**src/rtl/axis_multichannel_averager.sv**
```systemverilog
// Multi-channel AXI-Stream averager: accumulates triggered frames of signed lanes into a dual-port BRAM.
// Optional macro AXIS_AVERAGER_SATURATE_EN: lane sums clamp and raise AVG_overflow; otherwise sums wrap.
module axis_multichannel_averager #(
  parameter int CHANNEL_COUNT   = 2,
  parameter int SAMPLE_WIDTH    = 16,
  parameter int ACC_WIDTH       = 32,
  parameter int BRAM_ADDR_WIDTH = 14,
  parameter int FRAME_WIDTH     = 32,
  localparam int BRAM_DATA_WIDTH = CHANNEL_COUNT * ACC_WIDTH
) (
  input  logic                                    SYS_aclk,
  input  logic                                    SYS_aresetn,
  input  logic [CHANNEL_COUNT*SAMPLE_WIDTH-1:0]   S_AXIS_tdata,
  input  logic                                    S_AXIS_tvalid,
  output logic                                    S_AXIS_tready,
  input  logic                                    AVG_trigger,
  input  logic                                    AVG_user_reset,
  input  logic [BRAM_ADDR_WIDTH:0]                AVG_samples_count,
  input  logic [FRAME_WIDTH-1:0]                  AVG_frame_target,
  output logic [FRAME_WIDTH-1:0]                  AVG_frames,
  output logic                                    AVG_is_finished,
  output logic                                    AVG_overflow,
  output logic                                    BRAM_PORTA_clk,
  output logic                                    BRAM_PORTA_rst,
  output logic [BRAM_ADDR_WIDTH-1:0]              BRAM_PORTA_addr,
  output logic [BRAM_DATA_WIDTH-1:0]              BRAM_PORTA_wrdata,
  output logic                                    BRAM_PORTA_we,
  input  logic [BRAM_DATA_WIDTH-1:0]              BRAM_PORTA_rddata,
  output logic                                    BRAM_PORTB_clk,
  output logic                                    BRAM_PORTB_rst,
  output logic [BRAM_ADDR_WIDTH-1:0]              BRAM_PORTB_addr,
  input  logic [BRAM_DATA_WIDTH-1:0]              BRAM_PORTB_rddata,
  output logic [BRAM_DATA_WIDTH-1:0]              BRAM_PORTB_wrdata,
  output logic                                    BRAM_PORTB_we
);

  localparam int CNT_W = BRAM_ADDR_WIDTH + 1;
  localparam logic [2:0] ST_CLEAR   = 3'd0;
  localparam logic [2:0] ST_IDLE    = 3'd1;
  localparam logic [2:0] ST_MEASURE = 3'd2;
  localparam logic [2:0] ST_DRAIN   = 3'd3;
  localparam logic [2:0] ST_DONE    = 3'd4;

  logic [2:0]                              state_r;
  logic [CNT_W-1:0]                        idx_r, clr_cnt_r, last_idx_s;
  logic                                    tready_r, finished_r, overflow_r;
  logic [FRAME_WIDTH-1:0]                  frames_r, frames_inc_s;
  logic [BRAM_ADDR_WIDTH-1:0]              porta_addr_r, portb_addr_r, s1_addr_r;
  logic [BRAM_DATA_WIDTH-1:0]              porta_wrdata_r, sum_data_s;
  logic                                    porta_we_r, s1_valid_r, accept_s, ovf_s;
  logic [CHANNEL_COUNT*SAMPLE_WIDTH-1:0]   s1_data_r;
  logic signed [ACC_WIDTH:0]               lane_sample_s, lane_acc_s;
  logic [ACC_WIDTH-1:0]                    lane_res_s;
`ifdef AXIS_AVERAGER_SATURATE_EN
  logic signed [ACC_WIDTH:0]               lane_sum_s;
`endif
  logic                                    unused_rddata_s;

  assign accept_s     = S_AXIS_tvalid && tready_r;
  assign last_idx_s   = AVG_samples_count - CNT_W'(1);
  assign frames_inc_s = frames_r + FRAME_WIDTH'(1);

  // Stage-2 lane adder: sign-extended sample plus the BRAM word returned for the stage-1 beat.
  always_comb begin
    sum_data_s    = '0;
    ovf_s         = 1'b0;
    lane_sample_s = '0;
    lane_acc_s    = '0;
    lane_res_s    = '0;
`ifdef AXIS_AVERAGER_SATURATE_EN
    lane_sum_s    = '0;
`endif
    for (int c = 0; c < CHANNEL_COUNT; c++) begin
      lane_sample_s = {{(ACC_WIDTH + 1 - SAMPLE_WIDTH){s1_data_r[c*SAMPLE_WIDTH + SAMPLE_WIDTH - 1]}},
                       s1_data_r[c*SAMPLE_WIDTH +: SAMPLE_WIDTH]};
      lane_acc_s    = {BRAM_PORTB_rddata[c*ACC_WIDTH + ACC_WIDTH - 1],
                       BRAM_PORTB_rddata[c*ACC_WIDTH +: ACC_WIDTH]};
`ifdef AXIS_AVERAGER_SATURATE_EN
      lane_sum_s = lane_sample_s + lane_acc_s;
      if (lane_sum_s[ACC_WIDTH] != lane_sum_s[ACC_WIDTH-1]) begin
        ovf_s      = 1'b1;
        lane_res_s = lane_sum_s[ACC_WIDTH] ? {1'b1, {(ACC_WIDTH-1){1'b0}}}
                                           : {1'b0, {(ACC_WIDTH-1){1'b1}}};
      end else begin
        lane_res_s = lane_sum_s[ACC_WIDTH-1:0];
      end
`else
      lane_res_s = ACC_WIDTH'(lane_sample_s + lane_acc_s);
`endif
      sum_data_s[c*ACC_WIDTH +: ACC_WIDTH] = lane_res_s;
    end
  end

  // Control FSM, two-stage accumulate pipeline and all registered outputs.
  always_ff @(posedge SYS_aclk or negedge SYS_aresetn) begin
    if (!SYS_aresetn) begin
      state_r        <= ST_CLEAR;
      idx_r          <= '0;
      clr_cnt_r      <= '0;
      tready_r       <= 1'b0;
      finished_r     <= 1'b0;
      overflow_r     <= 1'b0;
      frames_r       <= '0;
      porta_addr_r   <= '0;
      portb_addr_r   <= '0;
      porta_wrdata_r <= '0;
      porta_we_r     <= 1'b0;
      s1_valid_r     <= 1'b0;
      s1_addr_r      <= '0;
      s1_data_r      <= '0;
    end else if (AVG_user_reset) begin
      state_r        <= ST_CLEAR;
      idx_r          <= '0;
      clr_cnt_r      <= '0;
      tready_r       <= 1'b0;
      finished_r     <= 1'b0;
      overflow_r     <= 1'b0;
      frames_r       <= '0;
      porta_addr_r   <= '0;
      portb_addr_r   <= '0;
      porta_wrdata_r <= '0;
      porta_we_r     <= 1'b0;
      s1_valid_r     <= 1'b0;
      s1_addr_r      <= '0;
      s1_data_r      <= '0;
    end else begin
      porta_we_r <= 1'b0;
      s1_valid_r <= accept_s;
      if (accept_s) begin
        s1_data_r <= S_AXIS_tdata;
        s1_addr_r <= idx_r[BRAM_ADDR_WIDTH-1:0];
      end
      if (s1_valid_r) begin
        porta_addr_r   <= s1_addr_r;
        porta_wrdata_r <= sum_data_s;
        porta_we_r     <= 1'b1;
        if (ovf_s) begin
          overflow_r <= 1'b1;
        end
      end
      case (state_r)
        ST_CLEAR: begin
          porta_addr_r   <= clr_cnt_r[BRAM_ADDR_WIDTH-1:0];
          porta_wrdata_r <= '0;
          porta_we_r     <= 1'b1;
          // Keep the read port one word ahead of the clear so the ports never meet.
          portb_addr_r   <= BRAM_ADDR_WIDTH'(clr_cnt_r + CNT_W'(1));
          clr_cnt_r      <= clr_cnt_r + CNT_W'(1);
          if (clr_cnt_r == last_idx_s) begin
            clr_cnt_r <= '0;
            if (AVG_frame_target == {FRAME_WIDTH{1'b0}}) begin
              state_r    <= ST_DONE;
              finished_r <= 1'b1;
            end else begin
              state_r <= ST_IDLE;
            end
          end
        end
        ST_IDLE: begin
          if (AVG_trigger) begin
            state_r      <= ST_MEASURE;
            tready_r     <= 1'b1;
            idx_r        <= '0;
            portb_addr_r <= '0;
          end
        end
        ST_MEASURE: begin
          if (accept_s) begin
            idx_r        <= idx_r + CNT_W'(1);
            portb_addr_r <= BRAM_ADDR_WIDTH'(idx_r + CNT_W'(1));
            if (idx_r == last_idx_s) begin
              tready_r <= 1'b0;
              state_r  <= ST_DRAIN;
            end
          end
        end
        ST_DRAIN: begin
          if (!s1_valid_r && !porta_we_r) begin
            frames_r <= frames_inc_s;
            if (frames_inc_s == AVG_frame_target) begin
              state_r    <= ST_DONE;
              finished_r <= 1'b1;
            end else begin
              state_r <= ST_IDLE;
            end
          end
        end
        ST_DONE: begin
          finished_r <= 1'b1;
        end
        default: begin
          state_r <= ST_CLEAR;
        end
      endcase
    end
  end

  assign unused_rddata_s   = ^BRAM_PORTA_rddata;

  assign S_AXIS_tready     = tready_r;
  assign AVG_frames        = frames_r;
  assign AVG_is_finished   = finished_r;
  assign AVG_overflow      = overflow_r;
  assign BRAM_PORTA_clk    = SYS_aclk;
  assign BRAM_PORTA_rst    = ~SYS_aresetn;
  assign BRAM_PORTA_addr   = porta_addr_r;
  assign BRAM_PORTA_wrdata = porta_wrdata_r;
  assign BRAM_PORTA_we     = porta_we_r;
  assign BRAM_PORTB_clk    = SYS_aclk;
  assign BRAM_PORTB_rst    = ~SYS_aresetn;
  assign BRAM_PORTB_addr   = portb_addr_r;
  assign BRAM_PORTB_wrdata = '0;
  assign BRAM_PORTB_we     = 1'b0;

endmodule

```
**config.mk**
```make
export PLATFORM = sky130hd
export DESIGN_NAME = axis_multichannel_averager
export DESIGN_NICKNAME = d
export VERILOG_FILES = /design/src/rtl/axis_multichannel_averager.sv
export SDC_FILE = /design/constraint.sdc
export NUM_CORES = 1
export LEC_CHECK = 0
export BUFFER_PORTS_ARGS = -buffer_cell sky130_fd_sc_hd__buf_2
export CORE_MARGIN = 5
export CORE_UTILIZATION = 35
export DETAILED_ROUTE_END_ITERATION = 10
export PLACE_DENSITY = 0.6
export SETUP_SLACK_MARGIN = 0.15
export SLEW_MARGIN = 10
export SYNTH_ARGS = -nofsm -noshare
export SYNTH_HDL_FRONTEND = slang
export SYNTH_SLANG_ARGS = --single-unit
export TNS_END_PERCENT = 20
```
**constraint.sdc**
```tcl
create_clock -name SYS_aclk -period 6.2 [get_ports SYS_aclk]
set_clock_uncertainty 0.15 [all_clocks]
set_input_delay 0.62 -clock SYS_aclk [delete_from_list [all_inputs] [get_ports SYS_aclk]]
set_output_delay 0.62 -clock SYS_aclk [all_outputs]
set_load 0.05 [all_outputs]
```
==> flow_metrics.tcl, run 1 <==
set metrics [dict create \
    outcome "completed" \
    grt_busiest_layer "met2" \
    cts_tree "built" \
    slew_violations 0 \
    worstPathMaxFanout 2 \
    worst_slew_pin_slew_ns 1.11 \
    drt_iter0_drc 937 \
    ys_seq_elements 207 \
    grt_util_met2_pct 31.6 \
    hold_viol_final 0 \
    cts.clk_slew.worst_paths_ns 0.06 \
    placeableCoreArea_um2 41900 \
    synth_cells 1696 \
    io-pin-count 409 \
    avgSynthCellArea_um2 8.77 \
    die_x_um 216 \
    min_path_type "in -> reg" \
    ir_worst_vdd_mv 0.216 \
    grt_max_degree 121 \
    end_kind "output port" \
    cp.required_ns 5.43 \
    cp.arrival_ns 3.56 \
    first_pass_iters 6 \
    finalSetupTns_ns 0 \
    setup_viol 0 \
    start_kind "clock port" \
    holdWs_ns 0.0357 \
    worstSetupPathType "clk -> out" \
    drc_errors 0 \
    syn_area_um2 14900 \
    synth_edf_count 0 \
    port_buffers 278 \
    syn2layout_area_growth_pct 17.9 \
    n_antenna_cell 0 \
    gp_congestion 0.877 \
    fp.dieH_um 216 \
    drive_gt1_share_pct 19.0 \
    power.leakage_uw 0.00820 \
    synth-main-ff-cell "dfrtp_1" \
    synth_cell_type_count 78 \
    ant_nets 0 \
    use_met1_pct 26.8 \
    vias_per_cell 5.45 \
    grt.overflow.total 0 \
    die-area_um2 46700 \
    rows 75 \
    post-dp-hpwl_mm 34.8 \
    cts_resized 0 \
    initial_core_util_pct 35.4 \
    rsz0062_at_grt "false" \
    routed_wl_mm 47.4 \
    grt_pass1_vias 13200 \
    vias 13500 \
    fin_nets 2196 \
    use_met3_pct 3.95 \
    antenna_found_initial 0 \
    wl_per_cell_um 19.1 \
    yosysWarnings 0 \
    maxCapViolCount 0 \
    grt_pass1_wl_mm 74.1 \
    clock_latency_ns 0.66 \
    power_density_nw_per_um2 280 \
    async_flop_share_pct 100 \
    ys_seq_area_share_pct 34.8 \
    maxSlewHeadroom_pct 25.8 \
    track_usage_pct 19.3 \
]
## through the flow
stage	setup WS, ns	instances	area (um^2)	utilization, %	total power (uW)
finish	1.87	2475	17500	41.8	4910
global route	1.86	2475	17500	41.8	5170
CTS	1.86	2475	17500	41.8	4970
detailed placement	1.95	2410	16300	39.0	3090
global placement	1.95	2410	16300	39.0	3070
floorplan	2.16	1761	15100	-	2710
## cell families after synthesis
family,after synthesis,synth area share [%]
AND/OR/NAND/NOR,560,18.9
adder cells (fa/ha/maj),68,5.82
flip-flops,207,34.8
buffers and inverters,207,7.20
multiplexers,61,4.11
other,1,0.0252
AO/OA/AOI/OAI,427,19.1
XOR/XNOR,165,10.0
## where the power goes
part / internal (uW) / switching, uW
clock network: 1180 / 713
registers: 1420 / 113
logic: 469 / 1010
## cells in the mapped netlist, types with 4 or more instances
cell type,number,share of area (%)
nand3b_1,6,0.30
and4_1,9,0.53
nor3_1,40,1.3
o21bai_1,6,0.30
a31oi_1,16,0.67
a21oi_1,91,3.1
buf_6,4,0.30
nand4_1,30,1.3
a211o_1,6,0.35
ha_1,66,5.6
a211oi_1,14,0.71
or3_1,25,1.1
o22ai_1,10,0.42
o31ai_1,11,0.56
inv_1,30,0.76
o221ai_1,4,0.24
a22o_1,51,3.0
buf_2,4,0.13
o21a_1,16,0.81
nand3_1,69,2.3
a2111oi_0,4,0.24
clkbuf_1,96,2.4
nand2b_1,16,0.67
a31o_2,8,0.47
nor2b_1,13,0.55
o211ai_1,7,0.35
and3_1,26,1.1
buf_4,69,3.5
xnor2_1,101,5.9
o21ai_0,112,3.8
nor3b_1,9,0.45
nor4_1,28,1.2
xor2_1,61,3.6
a21o_1,26,1.3
and2_1,7,0.29
dfrtp_1,207,35
buf_1,4,0.10
or2_2,6,0.25
a41oi_1,5,0.29
mux2i_1,61,4.1
nand2_1,118,3.0
nor2_1,141,3.6
## area by class of cell
class	count	area, um^2
Clock inverter	16	218
Tap cell	539	674
Clock buffer	39	858
Inverter	30	113
Timing Repair Buffer	297	1590
Multi-Input combinational cell	1347	8890
Fill cell	4218	24400
Sequential cell	207	5180
## cells in the final DEF (no fill, tap or decap), types with 16 or more instances in the layout
cell type	n
buf_2	277
dfrtp_1	206
nor2_1	139
nand2_1	118
o21ai_0	112
xnor2_1	101
a21oi_1	90
nand3_1	69
ha_1	66
conb_1	66
mux2i_1	61
xor2_1	61
a22o_1	51
nor3_1	40
clkbuf_16	31
inv_1	30
nand4_1	30
nor4_1	27
a21o_1	26
and3_1	26
or3_1	25
o21a_1	16
a31oi_1	16
nand2b_1	16
## path summary, 6_finish.rpt
kind                                                start  slack [ns]  cells past startpoint                                 to
setup / recovery                                 SYS_aclk        1.87                      3                     BRAM_PORTA_clk
hold reg to reg            BRAM_PORTB_addr[8]$_DFFE_PN0P_        0.32                      2     BRAM_PORTB_addr[8]$_DFFE_PN0P_
setup reg to reg                s1_data_r[16]$_DFFE_PN0P_        2.37                     11  BRAM_PORTA_wrdata[60]$_DFFE_PN0P_
hold / removal                           S_AXIS_tdata[11]        0.04                      2          s1_data_r[11]$_DFFE_PN0P_
max in group asynchronous                     SYS_aresetn        4.31                      3         AVG_frames[21]$_DFFE_PN0P_
min in group asynchronous                     SYS_aresetn        0.40                      2   BRAM_PORTA_wrdata[9]$_DFFE_PN0P_
## sequential cells by signal, indices dropped and copies added (netlist names)
register           count
AVG_frames            32
BRAM_PORTA_wrdata     64
BRAM_PORTA_we          1
state_r                3
S_AXIS_tready          1
s1_data_r             32
idx_r                 15
s1_valid_r             1
BRAM_PORTA_addr       14
BRAM_PORTB_addr       14
s1_addr_r             14
AVG_is_finished        1
clr_cnt_r             15
## routing by layer
layer  vias to the layer above  routed length [um]
met5                         -                   0
met4                         0                 686
met3                        49                3110
met2                       441               22100
met1                      6541               21500
li1                       6457                   -
## worst max-delay path: stages
cell and delay (ns):
clkbuf_16 0.13, clkbuf_16 0.13, buf_2 0.20
## what timing repair did
item                      in CTS  in global routing
hold buffers                  12                  0
hold endpoints to repair      98                  0
setup buffers                  0                  0
Power figures use the tool's default switching activity.
==> run 2: changes to the inputs <==
--- a/config.mk
+++ b/config.mk
@@ -9,7 +9,7 @@
 export CORE_MARGIN = 5
 export CORE_UTILIZATION = 35
 export DETAILED_ROUTE_END_ITERATION = 10
-export PLACE_DENSITY = 0.6
+export PLACE_DENSITY = 0.62
 export SETUP_SLACK_MARGIN = 0.15
 export SLEW_MARGIN = 10
 export SYNTH_ARGS = -nofsm -noshare
==> constraint.sdc (replaced) <==
create_clock -name SYS_aclk -period 3.6 [get_ports SYS_aclk]
set_clock_uncertainty 0.15 [all_clocks]
set_input_delay 0.36 -clock SYS_aclk [delete_from_list [all_inputs] [get_ports SYS_aclk]]
set_output_delay 0.36 -clock SYS_aclk [all_outputs]
set_load 0.05 [all_outputs]
==> flow_metrics.tcl, run 2 (synthesized netlist as in run 1, its figures left out) <==
set metrics [dict create \
    stdcell_area_um2 18100 \
    timing.reg2reg.setup_slack_ns 0.25 \
    fin_nets 2273 \
    gp_congestion 0.925 \
    drive_gt1_share_pct 21.0 \
    p_switching_uw 3200 \
    hold_viol_final 0 \
    n_antenna_cell 0 \
    cts.clk_slew.worst_paths_ns 0.06 \
    crit_path_frequent_cell "o21a_1" \
    io-pin-count 409 \
    antenna_found_initial 0 \
    drt_iter0_drc 1112 \
    ir_worst_vdd_mv 0.354 \
    worst_path_max_delay_cell "fa_1" \
    preCtsSetupSlack_ns -0.000626 \
    setup_viol 0 \
    first_pass_iters 5 \
    pwr-share-clk_pct 36.1 \
    grt_pass1_vias 13500 \
    cp.arrival_ns 3.74 \
    end_kind "flip-flop" \
    holdWs_ns 0.0398 \
    vias_per_cell 5.40 \
    outcome "completed" \
    wl_per_cell_um 19.3 \
    maxSlewHeadroom_pct 45.9 \
    fp.dieH_um 216 \
    grt.overflow.total 0 \
    post-dp-hpwl_mm 36.3 \
    path_cells "ha_1, fa_1, a211o_1, a2111oi_2, buf_4, nor2_1, o31a_1, o21a_1, o21a_1, o21ai_1, mux2i_1, a311o_1" \
    combPwrFrac_pct 32.8 \
    die-area_um2 46700 \
    finalCritPeriodShare_pct 92.9 \
    cp.required_ns 3.99 \
    start_kind "flip-flop" \
    ant_nets 0 \
    power.leakage_uw 0.00854 \
    track_usage_pct 19.9 \
    placeableCoreArea_um2 41900 \
    worst_slew_pin_slew_ns 0.811 \
    grt_pass1_wl_mm 76.1 \
    routed_wl_mm 49.1 \
    cts_tree "built" \
    power_density_nw_per_um2 462 \
    die_x_um 216 \
    rows 75 \
    worstPathMaxFanout 3 \
    switching_share_pct 38.1 \
    min_path_type "in -> reg" \
    grt_max_degree 120 \
    maxCapViolCount 0 \
    min_period_ns 3.35 \
    syn2layout_area_growth_pct 22.0 \
    vias 13800 \
    fmax_ghz 0.299 \
    worstSetupPathType "reg -> reg" \
    largest_reg_flops 64 \
    intPower_uw 5190 \
    initial_core_util_pct 35.4 \
    clock_latency_ns 0.66 \
    slew_violations 0 \
    worst_path_largest_cell_delay_ns 0.40 \
    p_total_uw 8390 \
    place_area_um2 16700 \
    rsz0062_at_grt "true" \
    final_cell_mix "277 x buf_2, 205 x dfrtp_1, 139 x nor2_1" \
    drc_errors 0 \
    setup_ws_ns 0.255 \
    port_buffers 278 \
    layout_commonest_cell "buf_2" \
    power_frac_seq_pct 31.1 \
]
-- run 2: cell count changes in the layout (fill, tap and decap cells not counted), moves of 2 or more --
cell	change
buf_4	+51
dlygate4sd3_1	+25
bufinv_16	-3
clkbuf_1	+3
a211oi_1	-2
a211oi_2	+2
inv_6	-2
o21ai_0	-2
o21ai_1	+2
-- run 2: power groups by stage --
stage | clock network [uW] | logic, uW | registers (uW)
floorplan | 120 | 1770 | 2780
global placement | 106 | 2660 | 2640
detailed placement | 106 | 2690 | 2650
CTS | 3110 | 2730 | 2600
global route | 3210 | 3000 | 2630
finish | 3020 | 2760 | 2610
-- run 2: metal layers --
metal	routed length, um	vias to the layer above	GRT usage (%)	part of all wire (%)
met3	3230	57	4.45	6.6
met1	22300	6639	27.2	45
met5	0	-	0	0
met4	809	0	3.69	1.6
li1	-	6616	-	-
met2	22800	452	32.8	46
-- run 2: metrics by stage --
| stage | util (%) | cells | setup TNS, ns |
|---|---|---|---|
| after floorplan | - | 1761 | 0 |
| after global placement | 39.9 | 2461 | 0 |
| after detailed placement | 39.9 | 2461 | -0.000626 |
| after CTS | 43.1 | 2550 | 0 |
| after global routing | 43.3 | 2551 | 0 |
| final | 43.3 | 2551 | 0 |
-- run 2: cell type report --
type                       instances  area [um^2]
inverter                          30          113
timing repair buffer             374         2240
clock inverter                    12          116
multi-input combinational       1347         8940
sequential                       207         5180
fill                            4166        23800
clock buffer                      42          870
tap                              539          674
-- run 2: worst paths after layout --
kind	from	end	cells past startpoint
min in group asynchronous	SYS_aresetn	BRAM_PORTA_wrdata[9]$_DFFE_PN0P_	2
min reg2reg	BRAM_PORTB_addr[11]$_DFFE_PN0P_	BRAM_PORTB_addr[11]$_DFFE_PN0P_	2
max reg2reg	s1_data_r[16]$_DFFE_PN0P_	BRAM_PORTA_wrdata[54]$_DFFE_PN0P_	12
min	BRAM_PORTB_rddata[30]	BRAM_PORTA_wrdata[30]$_DFFE_PN0P_	4
max	s1_data_r[16]$_DFFE_PN0P_	BRAM_PORTA_wrdata[54]$_DFFE_PN0P_	12
max in group asynchronous	SYS_aresetn	s1_valid_r$_DFF_PN0_	3
-- run 2: worst max-delay path, delay by kind of cell (launching register included) --
| family | cells | cell delay, ns |
|---|---|---|
| AO/OA/AOI/OAI | 7 | 1.74 |
| adder cells (fa/ha/maj) | 2 | 0.64 |
| buffers and inverters | 1 | 0.18 |
| flip-flops | 1 | 0.38 |
| multiplexers | 1 | 0.09 |
| AND/OR/NAND/NOR | 1 | 0.05 |
-- run 2: repair_timing --
action,4_1_cts,5_1_grt
hold buffers,37,0
pin swaps,0,3
endpoints found under the hold margin,113,0
buffers inserted,0,1
endpoints found under the setup margin,2,12
gates resized for setup,1,11
==> run 3: changes to the inputs <==
--- a/config.mk
+++ b/config.mk
@@ -8,8 +8,10 @@
 export BUFFER_PORTS_ARGS = -buffer_cell sky130_fd_sc_hd__buf_2
 export CORE_MARGIN = 5
 export CORE_UTILIZATION = 35
+export CTS_CLUSTER_DIAMETER = 200
 export DETAILED_ROUTE_END_ITERATION = 10
 export PLACE_DENSITY = 0.62
+export RECOVER_POWER = 50
 export SETUP_SLACK_MARGIN = 0.15
 export SLEW_MARGIN = 10
 export SYNTH_ARGS = -nofsm -noshare
==> flow_metrics.tcl, run 3 (synthesized netlist as in run 1, its figures left out) <==
set metrics [dict create \
    vias_per_cell 5.43 \
    fp.dieH_um 216 \
    layout.cells.non_filler 2551 \
    first_pass_iters 5 \
    cp.required_ns 3.99 \
    finalCritPeriodShare_pct 93.0 \
    clock_latency_ns 0.66 \
    ir_worst_vdd_mv 0.352 \
    maxSlewHeadroom_pct -10.2 \
    cts.clk_slew.worst_paths_ns 0.06 \
    power_density_nw_per_um2 464 \
    maxCapViolCount 1 \
    die-area_um2 46700 \
    rsz0062_at_grt "true" \
    gp_congestion 0.925 \
    drt_iter0_drc 1044 \
    slew_violations 120 \
    die_x_um 216 \
    outcome "finished with violations" \
    worstPathMaxFanout 3 \
    grt_max_degree 120 \
    setup_viol 0 \
    fill_cells 4198 \
    grt_pass1_vias 13500 \
    drc_errors 0 \
    antenna_found_initial 0 \
    hold_viol_final 0 \
    grt_pass1_wl_mm 76.1 \
    dp.cells 2461 \
    placeableCoreArea_um2 41900 \
    vias 13900 \
    layout_commonest_cell "buf_2" \
    min_path_type "in -> reg" \
    largest_reg_flops 64 \
    final_cell_mix "214 x buf_2, 205 x dfrtp_1, 139 x nor2_1" \
    worst_path_max_delay_cell "fa_1" \
    fmax_ghz 0.299 \
    power.leakage_uw 0.00826 \
    wl_per_cell_um 19.3 \
    grt.overflow.total 0 \
    path_cells "ha_1, fa_1, a211o_1, a2111oi_2, buf_4, nor2_1, o31a_1, o21a_1, o21a_1, o21ai_1, mux2i_1, a311o_1" \
    track_usage_pct 19.9 \
    worstSetupPathType "reg -> reg" \
    drive_gt1_share_pct 17.8 \
    fin_nets 2273 \
    multi_input_area_um2 8940 \
    violations "capacitance limit, slew limit" \
    min_period_ns 3.35 \
    routed_wl_mm 49.2 \
    worst_slew_pin_slew_ns 1.65 \
    rows 75 \
    end_kind "flip-flop" \
    port_buffers 278 \
    cts_tree "built" \
    cp.arrival_ns 3.74 \
    crit_path_frequent_cell "o21a_1" \
    holdWs_ns 0.0379 \
    syn2layout_area_growth_pct 21.4 \
    io-pin-count 409 \
    n_antenna_cell 0 \
    postLayoutCoreUtil_pct 43.0 \
    post-dp-hpwl_mm 36.3 \
    worst_path_largest_cell_delay_ns 0.40 \
    ant_nets 0 \
    initial_core_util_pct 35.4 \
    seq_area_um2 5180 \
    start_kind "flip-flop" \
]
==> run 3: cell count changes in the layout (fill, tap and decap cells not counted), sizes merged <==
cell | before | now
clkbuf | 40 | 106
buf | 339 | 273
==> run 3: final timing paths <==
check                                                      from                                 to  slack, ns  depth (start not counted)
max in group asynchronous                           SYS_aresetn               s1_valid_r$_DFF_PN0_       0.87                          3
min in group asynchronous                           SYS_aresetn   BRAM_PORTA_wrdata[9]$_DFFE_PN0P_       0.13                          2
worst min-delay path                      BRAM_PORTB_rddata[30]  BRAM_PORTA_wrdata[30]$_DFFE_PN0P_       0.04                          4
worst min register to register  BRAM_PORTB_addr[11]$_DFFE_PN0P_    BRAM_PORTB_addr[11]$_DFFE_PN0P_       0.33                          2
worst max register to register        s1_data_r[16]$_DFFE_PN0P_  BRAM_PORTA_wrdata[54]$_DFFE_PN0P_       0.25                         12
worst max-delay path                  s1_data_r[16]$_DFFE_PN0P_  BRAM_PORTA_wrdata[54]$_DFFE_PN0P_       0.25                         12
==> run 3: power breakdown <==
group | internal, uW | switching [uW] | leakage (uW)
Clock | 1820 | 1200 | 0.000494
Sequential | 2450 | 156 | 0.00287
Combinational | 910 | 1830 | 0.00489
Total | 5180 | 3190 | 0.00826
==> run 3: critical path, delay by kind of cell, from the launching register on <==
kind | cells | cell delay (ns)
multiplexers | 1 | 0.09
adder cells (fa/ha/maj) | 2 | 0.64
flip-flops | 1 | 0.38
AND/OR/NAND/NOR | 1 | 0.05
AO/OA/AOI/OAI | 7 | 1.74
buffers and inverters | 1 | 0.18
==> run 3: area by class of cell <==
class | instances | area share [%]
Multi-Input combinational cell | 1347 | 49.6
Sequential cell | 207 | 28.7
Timing Repair Buffer | 374 | 11.9
Clock buffer | 42 | 4.82
Tap cell | 539 | 3.74
Clock inverter | 12 | 0.645
Inverter | 30 | 0.624
==> run 3: routing by layer <==
metal	global-route usage, %	vias up	wire, um
met5	0	-	0
met4	3.69	0	816
met3	4.45	59	3300
met2	32.8	464	22900
met1	27.2	6728	22200
li1	-	6611	-
==> run 3: stage by stage <==
step	power (uW)	TNS, ns	setup slack [ns]	instance area (um^2)
final	8370	0	0.253	18000
after global routing	8820	0	0.0992	18000
after CTS	8450	0	0.103	18100
after detailed placement	5440	-0.000626	-0.000626	16700
after global placement	5410	0	0.0563	16700
after floorplan	4670	0	0.177	15100
==> run 3: what timing repair did <==
item                                    4_1_cts  5_1_grt
resized for setup                             1       11
endpoints found under the hold margin       113        0
hold buffers                                 37        0
setup buffers                                 0        1
pin swaps                                     0        3
endpoints found under the setup margin        2       12
